### config.mk
export PLATFORM = sky130hd
export DESIGN_NAME = qe_edge
export DESIGN_NICKNAME = d
export VERILOG_FILES = /design/src/rtl/qe_edge.sv
export SDC_FILE = /design/constraint.sdc
export NUM_CORES = 1
export LEC_CHECK = 0
export CORE_AREA = 5 5 42 44
export DETAILED_ROUTE_END_ITERATION = 16
export DIE_AREA = 0 0 47 49
export HOLD_SLACK_MARGIN = 0.03
export PLACE_DENSITY = 0.67
export SLEW_MARGIN = 20
export SYNTH_ARGS = -nofsm -noshare
export SYNTH_HDL_FRONTEND = slang
export SYNTH_SLANG_ARGS = --single-unit
### constraint.sdc
create_clock -name clk -period 1.3 [get_ports clk]
set_input_delay 0.195 -clock clk [delete_from_list [all_inputs] [get_ports clk]]
set_output_delay 0.195 -clock clk [all_outputs]
set_load 0.02 [all_outputs]
### src/rtl/qe_edge.sv
// qe_edge: quadrature input conditioning - synchroniser, glitch filter, edge strobes, direction and error.
// Define QE_FILTER_EN to enable the FILT_LEN-cycle glitch filter; without it the filtered level follows the synchroniser.
module qe_edge #(
  parameter int FILT_LEN = 4
) (
  input  logic clk,
  input  logic rst_n,
  input  logic i_raw,
  input  logic q_raw,
  input  logic clr,
  output logic i,
  output logic i_r,
  output logic i_f,
  output logic q,
  output logic q_r,
  output logic q_f,
  output logic step,
  output logic dir,
  output logic err,
  output logic err_flag,
  output logic ready
);

`ifdef QE_FILTER_EN
  localparam int ARM_LEN = FILT_LEN + 2;
  localparam int CNT_W   = (FILT_LEN > 1) ? $clog2(FILT_LEN) : 1;
`else
  // FILT_LEN has no effect without the filter; the arm period equals the FILT_LEN = 1 case.
  localparam int ARM_LEN = (FILT_LEN > 0) ? 3 : 3;
`endif
  localparam int ARM_W = $clog2(ARM_LEN + 1);

  logic [1:0]       w_raw;
  logic [1:0]       w_f;
  logic [1:0]       w_chg;
  logic [1:0]       r_fd;
  logic [ARM_W-1:0] r_arm;
  logic             r_live;
  logic             r_dir;
  logic             r_err_flag;
  logic             w_ready;
  logic             w_illegal;
  logic             w_gate;
  logic             w_err;
  logic             w_step;
  logic             w_up;
  logic             w_ir;
  logic             w_if;
  logic             w_qr;
  logic             w_qf;

  assign w_raw = {q_raw, i_raw};

  // Bit 0 carries channel I, bit 1 carries channel Q.
  for (genvar ch = 0; ch < 2; ch++) begin : g_chan
    logic r_s1;
    logic r_s2;
    logic r_f;

    always_ff @(posedge clk or negedge rst_n) begin
      if (!rst_n) begin
        r_s1 <= 1'b0;
        r_s2 <= 1'b0;
      end else begin
        r_s1 <= w_raw[ch];
        r_s2 <= r_s1;
      end
    end

`ifdef QE_FILTER_EN
    logic [CNT_W-1:0] r_cnt;

    always_ff @(posedge clk or negedge rst_n) begin
      if (!rst_n) begin
        r_f   <= 1'b0;
        r_cnt <= '0;
      end else if (r_s2 == r_f) begin
        r_cnt <= '0;
      end else if (r_cnt == CNT_W'(FILT_LEN - 1)) begin
        r_f   <= r_s2;
        r_cnt <= '0;
      end else begin
        r_cnt <= r_cnt + 1'b1;
      end
    end
`else
    always_ff @(posedge clk or negedge rst_n) begin
      if (!rst_n) begin
        r_f <= 1'b0;
      end else begin
        r_f <= r_s2;
      end
    end
`endif

    assign w_f[ch] = r_f;
  end

  // A level held through reset reaches f on the very edge the arm counter completes,
  // so strobes open one cycle after ready to keep that first settle from looking like an edge.
  always_ff @(posedge clk or negedge rst_n) begin
    if (!rst_n) begin
      r_fd   <= 2'b00;
      r_arm  <= '0;
      r_live <= 1'b0;
    end else begin
      r_fd   <= w_f;
      r_live <= w_ready;
      if (!w_ready) begin
        r_arm <= r_arm + 1'b1;
      end
    end
  end

  always_ff @(posedge clk or negedge rst_n) begin
    if (!rst_n) begin
      r_dir      <= 1'b0;
      r_err_flag <= 1'b0;
    end else begin
      if (w_step) begin
        r_dir <= w_up;
      end
      if (w_err) begin
        r_err_flag <= 1'b1;
      end else if (clr) begin
        r_err_flag <= 1'b0;
      end
    end
  end

  assign w_ready   = (r_arm == ARM_W'(ARM_LEN));
  assign w_chg     = w_f ^ r_fd;
  assign w_illegal = &w_chg;
  assign w_gate    = r_live & ~w_illegal;
  assign w_err     = r_live & w_illegal;

  assign w_ir   = w_gate &  w_f[0] & ~r_fd[0];
  assign w_if   = w_gate & ~w_f[0] &  r_fd[0];
  assign w_qr   = w_gate &  w_f[1] & ~r_fd[1];
  assign w_qf   = w_gate & ~w_f[1] &  r_fd[1];
  assign w_step = w_ir | w_if | w_qr | w_qf;
  assign w_up   = (w_ir & ~w_f[1]) | (w_if & w_f[1]) | (w_qr & w_f[0]) | (w_qf & ~w_f[0]);

  assign i        = w_f[0];
  assign q        = w_f[1];
  assign i_r      = w_ir;
  assign i_f      = w_if;
  assign q_r      = w_qr;
  assign q_f      = w_qf;
  assign step     = w_step;
  assign dir      = r_dir;
  assign err      = w_err;
  assign err_flag = r_err_flag;
  assign ready    = w_ready;

endmodule

==> run_results.csv <==
group,metric,value,unit
outcome,outcome,"finished with violations",
outcome,violations,"negative setup slack",
route,first_pass_iters,1,
critical_path,path_delay_family,"simple AND/OR/NAND/NOR gates",
floorplan,ios,16,
clock_network,htree_levels,1,
clock_network,cts.sinks,13,
critical_path,worstSetupStartpoint,"r_fd[0]",
critical_path,crit_slowest_cell,"dfrtp_1",
route,vias,340,
clock_network,cts_tree,"done",
global_route,grt_pass1_vias,362,
critical_path,cp_max_fo,2,
clock_network,cts_buffers,3,
clock_network,holdBufCountCts,0,
sta,post-route-period-util,122,%
sta,fmax,0.629,GHz
worst_hold_path,holdCritPathClass,"primary input to async pin",
route,drt_iter0_markers,0,
global_route,antenna_found_initial,0,
yosys,synth_top_area_share,65.3,%
global_route,grt_max_degree,14,
sta,fin_hold_ws,222,ps
clock_network,cts_buffer_depth,2,
clock_network,insertion_delay,260,ps
critical_path,cp_cell_sequence,"xor2_1 -> or2_4 -> nor3b_4 -> buf_6",
route,totalWireLength,843,um
floorplan,rows,14,
flow_run,maxCapViolCount,0,
yosys,synthesis.area,498,um^2
yosys,yosysWarnings,0,
sta,fin_ws,-289,ps
yosys,syn_nets,41,
critical_path,cp-start-kind,"flop",
route,ant_nets,0,
layout,finish.utilization,57.2,%
route,post_drt_wl_per_cell,10.7,um
sta,finalHoldViolations,0,
sta,rsz0062_at_grt,"yes",
route,via_per_inst,4.30,
global_route,grt_pass1_wl,1550,um
sta,relSlewSlack,85.9,%
placed_design,dpl.hpwl,680,um
critical_path,rr_startpoint,"i",
global_route,gr-total-overflow,0,
pwr,cellLeakagePower,0.373,nW
sta,fin_skew,0.478,ps
pwr,powerDensity,1100,mW/mm^2
layout,drive_above_1_share,54.0,%
sta,worstMarginPinSlew,213,ps
critical_path,cp.buffers_inverters,1,
layout,nNetsFinal,70,
layout,antenna_cells,0,
layout,fin_area,802,um^2
yosys,ys_ff_latch,13,
floorplan,die_w,47,um
sta,setup-violations-final,6,
floorplan,die_area,0.00230,mm^2
placed_design,portBuffers,15,
sta,drv_slew,0,
critical_path,cp.arrival,1390,ps
placed_design,detailedPlace.worstSlack,-495,ps
sta,fin_tns_setup,-1530,ps
critical_path,cp_slowest_stage_delay,390,ps
layout,area_growth,61.1,%
yosys,ys_seq_area_share,65.3,%
route,drc,0,
placed_design,placed_area,786,um^2
yosys,netlist_top_cells_area,"dfrtp_1 (65%), xor2_1 (5.3%), nor3b_1 (4.5%), xnor2_1 (3.5%), xor2_2 (3.3%)",
pwr,peakVddDrop,0.713,mV
sta,min_period,1590,ps
clock_network,path_clk_slew,70,ps
placed_design,dp.cells,75,
critical_path,criticalPathCategory,"flop to output port",
layout,n_fill_cell,136,
floorplan,coreArea,0.00140,mm^2
yosys,syn-instance-count,35,
global_route,track_usage,9.24,%
layout,instances_no_fill,79,
pwr,total_power,0.879,mW
critical_path,r2r_setup_slack,120,ps
yosys,ys_types,15,
critical_path,endpoint_kind,"output port",
critical_path,required,1110,ps
floorplan,initial_utilization,35.5,%
floorplan,fp.dieH,49,um
placed_design,gp_congestion,0.736,
yosys,synth_largest_area_cell,"dfrtp_1",
clock_network,clock-root-buffer,"clkbuf_4",
yosys,syn_area_per_cell,14.2,um^2
[report_power, final]
group          internal (mW)  leakage, nW  switching, mW
logic                  0.103        0.216          0.105
registers              0.428        0.142         0.0117
clock network          0.118       0.0150          0.112
[final timing paths]
path,to,cells after the start
max,q_r,4
min,r_arm[1],2
max reg2reg,dir,5
min reg2reg,q,0
max in group asynchronous,q,2
min in group clk,q,0
[synthesized netlist by cell type, drive strengths merged]
| library cell | n |
|---|---|
| and3 | 1 |
| nor2 | 1 |
| o21ai | 1 |
| mux2 | 1 |
| a21oi | 2 |
| nor3b | 4 |
| dfrtp | 13 |
| a21o | 1 |
| xor2 | 4 |
| inv | 2 |
| xnor2 | 2 |
| ha | 1 |
| or2 | 2 |
[kinds of logic (layout without fill, tap and decap cells)]
group	count (synthesis)	count (layout)	share of synthesized area, %
simple gates	8	8	11.8
compound gates	4	4	4.52
buf+inv	2	30	1.51
flops	13	13	65.3
xor+xnor	6	6	12.1
mux	1	1	2.26
fa+ha+maj	1	1	2.51
[cell usage in the layout, fill, tap and decap left out, drive strengths merged]
cell type | Yosys | final
xnor2 | 2 | 2
nor2 | 1 | 1
a21o | 1 | 1
o21ai | 1 | 1
or2 | 2 | 2
ha | 1 | 1
buf | 0 | 18
a21oi | 2 | 2
dfrtp | 13 | 13
inv | 2 | 2
xor2 | 4 | 4
and3 | 1 | 1
clkdlybuf4s50 | 0 | 4
clkbuf | 0 | 4
dlygate4sd2 | 0 | 2
nor3b | 4 | 4
mux2 | 1 | 1
[state kept, by name (all words and copies together) (netlist names)]
signal,flops
dir,1
err_flag,1
g_chan.r_s1,2
g_chan.r_s2,2
i,1
q,1
r_arm,2
r_fd,2
r_live,1
[metal layers]
metal	up-vias	GRT usage (%)	share of wire, %
met2	12	14.3	53
met3	0	2.21	7.1
met4	0	4.15	0
met1	158	11.8	40
met5	-	0	0
li1	170	-	-
[area by class of cell]
class / instances / area [um^2] / area share (%)
clock buffers: 4 / 26.3 / 3.28
inverters: 2 / 7.51 / 0.936
multi-input cells: 20 / 220 / 27.5
flip-flops and latches: 13 / 328 / 40.9
well taps: 16 / 20.0 / 2.50
repair buffers: 24 / 200 / 25.0
[repair_timing]
| item | CTS | global route |
|---|---|---|
| setup buffers | 0 | 0 |
| gates resized for setup | 47 | 2 |
| endpoints found under the setup margin | 11 | 8 |
| pin swaps | 2 | 2 |
No activity file was read; power rests on OpenSTA's default activity.
